--- src/rtl/neuron_accumulator_if.sv ---
// Product-in / weighted-sum-out bus of the neuron accumulator.
// The accumulator is the slave; the upstream multiplier and downstream consumer form the master.
interface neuron_accumulator_if;
    logic        PSign;
    logic [5:0]  PExponent;
    logic        PExponentC;
    logic [11:0] PMantissa;
    logic        PLast;
    logic        PValid;
    logic        PReady;
    logic        SumSign;
    logic [4:0]  SumExponent;
    logic [5:0]  SumMantissa;
    logic        SumOverflow;
    logic        SumValid;
    logic        SumReady;

    modport master (
        output PSign, PExponent, PExponentC, PMantissa, PLast, PValid, SumReady,
        input  PReady, SumSign, SumExponent, SumMantissa, SumOverflow, SumValid
    );
    modport slave (
        input  PSign, PExponent, PExponentC, PMantissa, PLast, PValid, SumReady,
        output PReady, SumSign, SumExponent, SumMantissa, SumOverflow, SumValid
    );
endinterface

--- src/rtl/neuron_accumulator.sv ---
// Sequential floating-point accumulator: aligns, adds and normalizes a stream of
// 12-bit-mantissa products, emitting a 1/5/6 sign/exponent/mantissa sum on the last term.
module neuron_accumulator (
    input  logic                  Clk,
    input  logic                  ResetN,
    neuron_accumulator_if.slave   bus
);
    typedef enum logic [2:0] {IDLE, ALIGN, ADD, NORM, OUT} state_t;

    state_t             state, stateNext;
    logic signed [17:0] accMant, bMant;
    logic [7:0]         accExp, bExp;
    logic               isEmpty, isLast;
    logic [17:0]        normMag;
    logic               sumSign, sumOvf;
    logic [4:0]         sumExp;
    logic [5:0]         sumMant;

    logic signed [17:0] pMant, addMant;
    logic [17:0]        pMag, addMag;
    logic [7:0]         pExp, expDiff;
    logic               accSmaller, addCarry, flush;
    logic signed [18:0] sumFull;

    assign pMag       = {6'd0, bus.PMantissa};
    assign pMant      = bus.PSign ? -$signed(pMag) : $signed(pMag);
    assign pExp       = {1'b0, bus.PExponentC, bus.PExponent};
    assign accSmaller = accExp < bExp;
    assign expDiff    = accSmaller ? bExp - accExp : accExp - bExp;
    assign flush      = expDiff >= 8'd18;
    assign sumFull    = {accMant[17], accMant} + {bMant[17], bMant};
    // Sign bit disagreeing with bit 17 means the sum left the 18-bit signed range.
    assign addCarry   = sumFull[18] ^ sumFull[17];
    assign addMant    = addCarry ? sumFull[18:1] : sumFull[17:0];
    assign addMag     = addMant[17] ? 18'(-addMant) : 18'(addMant);

    assign bus.PReady      = (state == IDLE);
    assign bus.SumValid    = (state == OUT);
    assign bus.SumSign     = sumSign;
    assign bus.SumExponent = sumExp;
    assign bus.SumMantissa = sumMant;
    assign bus.SumOverflow = sumOvf;

    always_comb begin
        stateNext = state;
        case (state)
            IDLE: if (bus.PValid) begin
                if (isEmpty)             stateNext = bus.PLast ? NORM : IDLE;
                else if (pExp == accExp) stateNext = ADD;
                else                     stateNext = ALIGN;
            end
            ALIGN: if (flush || expDiff <= 8'd1) stateNext = ADD;
            ADD:   stateNext = isLast ? NORM : IDLE;
            NORM: begin
                if (normMag == 18'd0)                         stateNext = OUT;
                else if (normMag >= 18'd64)                   stateNext = NORM;
                else if (normMag < 18'd32 && accExp != 8'd0)  stateNext = NORM;
                else                                          stateNext = OUT;
            end
            OUT:   if (bus.SumReady) stateNext = IDLE;
            default: stateNext = IDLE;
        endcase
    end

    always_ff @(posedge Clk) begin
        if (!ResetN) begin
            state   <= IDLE;
            accMant <= '0;
            accExp  <= '0;
            bMant   <= '0;
            bExp    <= '0;
            isEmpty <= 1'b1;
            isLast  <= 1'b0;
            normMag <= '0;
            sumSign <= 1'b0;
            sumExp  <= '0;
            sumMant <= '0;
            sumOvf  <= 1'b0;
        end else begin
            state <= stateNext;
            case (state)
                IDLE: if (bus.PValid) begin
                    bMant  <= pMant;
                    bExp   <= pExp;
                    isLast <= bus.PLast;
                    if (isEmpty) begin
                        accMant <= pMant;
                        accExp  <= pExp;
                        isEmpty <= 1'b0;
                        normMag <= pMag;
                    end
                end
                ALIGN: begin
                    // Only the smaller-exponent operand moves; a gap of 18+ flushes it in one step.
                    if (accSmaller) begin
                        accMant <= flush ? 18'sd0 : accMant >>> 1;
                        accExp  <= flush ? bExp : accExp + 8'd1;
                    end else begin
                        bMant <= flush ? 18'sd0 : bMant >>> 1;
                        bExp  <= flush ? accExp : bExp + 8'd1;
                    end
                end
                ADD: begin
                    accMant <= addMant;
                    accExp  <= accExp + {7'd0, addCarry};
                    normMag <= addMag;
                end
                NORM: begin
                    if (normMag == 18'd0) begin
                        sumSign <= 1'b0;
                        sumExp  <= '0;
                        sumMant <= '0;
                        sumOvf  <= 1'b0;
                    end else if (normMag >= 18'd64) begin
                        normMag <= normMag >> 1;
                        accExp  <= accExp + 8'd1;
                    end else if (normMag < 18'd32 && accExp != 8'd0) begin
                        normMag <= normMag << 1;
                        accExp  <= accExp - 8'd1;
                    end else begin
                        sumSign <= accMant[17];
                        if (accExp > 8'd31) begin
                            sumExp  <= 5'd31;
                            sumMant <= 6'd63;
                            sumOvf  <= 1'b1;
                        end else begin
                            sumExp  <= accExp[4:0];
                            sumMant <= normMag[5:0];
                            sumOvf  <= 1'b0;
                        end
                    end
                end
                OUT: if (bus.SumReady) isEmpty <= 1'b1;
                default: ;
            endcase
        end
    end
endmodule

--- src/flat_wrapper.sv ---
// flat-port wrapper written by rule: the top's interface ports become plain ports
module neuron_accumulator_flat 
  (Clk, ResetN, bus_PSign, bus_PExponent, bus_PExponentC, bus_PMantissa, bus_PLast, bus_PValid, bus_SumReady, bus_PReady, bus_SumSign, bus_SumExponent, bus_SumMantissa, bus_SumOverflow, bus_SumValid);
  neuron_accumulator_if bus_i ();
  input  logic Clk;
  input  logic ResetN;
  input wire logic [$bits(bus_i.PSign)-1:0] bus_PSign;
  input wire logic [$bits(bus_i.PExponent)-1:0] bus_PExponent;
  input wire logic [$bits(bus_i.PExponentC)-1:0] bus_PExponentC;
  input wire logic [$bits(bus_i.PMantissa)-1:0] bus_PMantissa;
  input wire logic [$bits(bus_i.PLast)-1:0] bus_PLast;
  input wire logic [$bits(bus_i.PValid)-1:0] bus_PValid;
  input wire logic [$bits(bus_i.SumReady)-1:0] bus_SumReady;
  output wire logic [$bits(bus_i.PReady)-1:0] bus_PReady;
  output wire logic [$bits(bus_i.SumSign)-1:0] bus_SumSign;
  output wire logic [$bits(bus_i.SumExponent)-1:0] bus_SumExponent;
  output wire logic [$bits(bus_i.SumMantissa)-1:0] bus_SumMantissa;
  output wire logic [$bits(bus_i.SumOverflow)-1:0] bus_SumOverflow;
  output wire logic [$bits(bus_i.SumValid)-1:0] bus_SumValid;
  assign bus_i.PSign = bus_PSign;
  assign bus_i.PExponent = bus_PExponent;
  assign bus_i.PExponentC = bus_PExponentC;
  assign bus_i.PMantissa = bus_PMantissa;
  assign bus_i.PLast = bus_PLast;
  assign bus_i.PValid = bus_PValid;
  assign bus_i.SumReady = bus_SumReady;
  assign bus_PReady = bus_i.PReady;
  assign bus_SumSign = bus_i.SumSign;
  assign bus_SumExponent = bus_i.SumExponent;
  assign bus_SumMantissa = bus_i.SumMantissa;
  assign bus_SumOverflow = bus_i.SumOverflow;
  assign bus_SumValid = bus_i.SumValid;
  neuron_accumulator u_core (.Clk(Clk), .ResetN(ResetN), .bus(bus_i));
endmodule
--- config.mk ---
export PLATFORM = sky130hd
export DESIGN_NAME = neuron_accumulator_flat
export DESIGN_NICKNAME = d
export VERILOG_FILES = /design/src/rtl/neuron_accumulator_if.sv /design/src/rtl/neuron_accumulator.sv /design/src/flat_wrapper.sv
export SDC_FILE = /design/constraint.sdc
export NUM_CORES = 1
export LEC_CHECK = 0
export ABC_AREA = 1
export BUFFER_PORTS_ARGS = -buffer_cell sky130_fd_sc_hd__buf_2
export CAP_MARGIN = 5
export CELL_PAD_IN_SITES_DETAIL_PLACEMENT = 0
export CELL_PAD_IN_SITES_GLOBAL_PLACEMENT = 1
export CORE_MARGIN = 2
export CORE_UTILIZATION = 45
export DETAILED_ROUTE_END_ITERATION = 10
export HOLD_SLACK_MARGIN = 0.06
export PLACE_DENSITY = 0.83
export SYNTH_ARGS = -nofsm -noshare
export SYNTH_HDL_FRONTEND = slang
export SYNTH_SLANG_ARGS = --single-unit
--- constraint.sdc ---
create_clock -name Clk -period 6.3 [get_ports Clk]
set_input_delay 0.315 -clock Clk [delete_from_list [all_inputs] [get_ports Clk]]
set_output_delay 0.315 -clock Clk [all_outputs]
set_load 0.05 [all_outputs]
==> impl_metrics.tcl <==
set metrics [dict create \
    die_y_um 136.1 \
    finalSetupViolCount 0 \
    routed_wl_mm 26.81 \
    worstPathRequired_ns 6.53 \
    cts_buffers 9 \
    synth-seq-cells 88 \
    layout.nets 1409 \
    tritoncts "yes" \
    finalHoldViolCount 0 \
    ys.warnings.count 0 \
    synth_cells 1327 \
    critPathBufInv 0 \
    nFillCells 1883 \
    yosysUniqueCellTypes 46 \
    hp-class "in -> reg" \
    first_pass_iters 5 \
    critical_path.top_delay_family "simple AND/OR/NAND/NOR gates" \
    critical-path-slowest-cell "ha_1" \
    num_io_pins 40 \
    synth_fp_nets 1397 \
    worstSetupStartpoint "u_core.bMant[0]" \
    drc_errors 0 \
    dieArea_um2 18520 \
    worst_setup_path_start_kind "flip-flop" \
    synth-async-reset-ratio_pct 0 \
    end_kind "flip-flop" \
    post_cts_resized 0 \
    path_cells "ha_1 -> fa_1 -> nand3_1 -> nand2_1 -> nand2_1 -> nand2_1 -> nand2_1 -> nand2_1 -> a2111oi_0 -> a21o_1 -> ha_1 -> o21ai_0 -> nor2_1 -> nand3_1 -> nor3_2 -> nand3b_1 -> a21oi_1 -> a21oi_1" \
    portBuffers 39 \
    grt_util_all_layers_pct 29.45 \
    grt_pass1_wl_mm 42.56 \
    critical_path_class "reg -> reg" \
    outcome "complete, no violations" \
    clock_path_buffers 2 \
    coreArea_um2 17180 \
    antenna_found_initial 0 \
    fmaxAchievable_mhz 230.8 \
    post-route-cell-area_um2 8492 \
    worst_pin_slew_ns 1.075 \
    start_util_pct 45.72 \
    rows 48 \
    cts_max_level 3 \
    period_minus_slack_ns 4.333 \
    maxSlewViolCount 0 \
    grt_max_degree 74 \
    ys.flop_type "dfxtp_1" \
    maxCapViolations 0 \
    clock_latency_ns 0.36 \
    fin_crit_sh_pct 68.78 \
    wire_per_inst_um 17.09 \
    vias_per_cell 5.566 \
    diodes 0 \
    synth-edff-count 0 \
    ys_seq_area_share_pct 22.43 \
    area_growth_pct 8.142 \
    cpMostUsedCell "nand2_1" \
    worstPathArrival_ns 4.57 \
    slew_headroom_pct 28.24 \
    hold_buffers 0 \
    synth_area_um2 7853 \
    final.setup_skew_ns 0.009718 \
    dpl.hpwl_mm 20.26 \
    setup_tns_ns 0 \
    place_area_um2 8160 \
    ir_drop_mv 0.2226 \
    post_cts_buffers 0 \
    grt_setup_unrepaired "false" \
    drive_gt1_share_pct 6.176 \
    drt_iter0_markers 810 \
    p_per_area_nw_per_um2 545.6 \
    r2r_start "u_core.bMant[0]" \
    syn_area_per_cell_um2 5.918 \
    root_buffer "clkbuf_16" \
    grt_pass1_vias 7781 \
    whs_ns 0.2149 \
    p_leak_nw 4.132 \
    ant_nets 0 \
    min_from "bus_SumReady" \
    vias 8733 \
    grt_overflow 0 \
    slowest_delay_ns 0.55 \
    worst-path-max-fanout 23 \
    cts.reportedPaths.clkPinSlew_ns 0.07 \
    place_congestion 0.9199 \
    cts_sinks 88 \
    finalPower_mw 4.633 \
    dieWidth_um 136.1 \
]
[worst reg2reg max path: cells and delay by family, from the launching register on]
kind | cells | cell delay [ns]
DFF | 1 | 0.31
and+or+nand+nor | 10 | 1.59
AOI/OAI and AO/OA | 5 | 1.09
adders and majority gates | 3 | 1.23
[routing by layer]
metal	vias to the layer above	track usage (%)	share of wire (%)
li1	4401	-	-
met1	3998	46.27	51
met2	308	41.29	40
met3	26	4.139	7.4
met4	0	7.639	1.6
met5	-	0	0
[flip-flops by register name, indices dropped and copies added, names as in the netlist]
name                    cells
u_core.isLast               1
u_core.bus.SumMantissa      6
u_core.bus.SumSign          1
u_core.state                3
u_core.bMant               18
u_core.accExp               8
u_core.bus.SumOverflow      1
u_core.bExp                 8
u_core.bus.SumExponent      5
u_core.normMag             18
u_core.accMant             18
u_core.isEmpty              1
[where the power goes]
part / switching [mW] / leakage (nW) / total [mW] / internal, mW
clock: 0.270 / 0.163 / 0.626 / 0.356
sequential: 0.179 / 0.725 / 0.890 / 0.710
combinational: 2.21 / 3.24 / 3.12 / 0.910
[per-stage QoR]
step / setup slack (ns) / instances / util [%]
6_report: 1.967 / 1569 / 49.44
3_3_place_gp: 2.120 / 1553 / 47.51
2_1_floorplan: 2.670 / 1327 / -
3_5_place_dp: 2.058 / 1553 / 47.51
4_1_cts: 2.029 / 1569 / 49.44
5_1_grt: 1.414 / 1569 / 49.44
[Yosys cell counts (2+ instances only)]
cell type	instances	share of area [%]
nand2_1	354	17
inv_1	183	8.7
a21oi_1	136	8.7
nand3_1	120	7.6
o21ai_0	113	7.2
nor2_1	89	4.3
dfxtp_1	88	22
ha_1	42	6.7
a31oi_1	31	2.5
clkbuf_1	28	1.3
xor2_1	24	2.7
nor3_1	22	1.4
nand4_1	8	0.64
o22ai_1	8	0.64
buf_2	6	0.38
buf_6	5	0.72
inv_2	5	0.24
nand3b_1	5	0.48
o211ai_1	5	0.48
a41oi_1	4	0.45
and2_1	4	0.32
buf_1	4	0.19
nand2_2	4	0.32
o21ai_1	4	0.25
a211oi_1	3	0.29
fa_1	3	0.76
nor2_2	3	0.24
o221ai_1	3	0.33
clkinv_1	2	0.096
nor2_8	2	0.51
nor3_2	2	0.25
or2_2	2	0.16
xnor2_1	2	0.22
[kinds of logic after synthesis]
kind of cell	count (synthesis)	synth area share, %
simple gates	618	33.49
compound gates	316	21.91
buf+inv	234	11.81
flops	88	22.43
fa+ha+maj	45	7.457
xor+xnor	26	2.900
[final cells by class]
type	instances	area, µm²	area share [%]
multi-input cells	1005	5164	60.81
flip-flops and latches	88	1762	20.75
inverters	190	713.2	8.398
well taps	225	281.5	3.315
repair buffers	45	240.2	2.829
clock buffers	9	225.2	2.652
clock inverters	7	106.4	1.252
[path summary, 6_finish.rpt]
kind / depth (start not counted) / endpoint / slack [ns]
min: 3 / u_core.isEmpty / 0.21
min reg2reg: 2 / u_core.bus.SumOverflow / 0.46
max: 18 / u_core.normMag[11] / 1.97
max reg2reg: 18 / u_core.normMag[11] / 1.97
[cell usage in the layout, fill, tap and decap left out, drive strengths merged, types with 2 or more instances in the layout]
cell and n:
nand3 121, ha 42, fa 3, a21oi 137
inv 192, a41oi 5, xor2 24, or2 2
bufinv 2, buf 45, nand4 8, o211ai 5
nor2 94, clkinv 3, nor3 24, a31oi 31
dfxtp 88, xnor2 2, clkbuf 9, o22ai 8
nand3b 5, and2 4, o21ai 117, a211oi 3
nand2 359, o221ai 3
No activity file was read; power rests on OpenSTA's default activity.
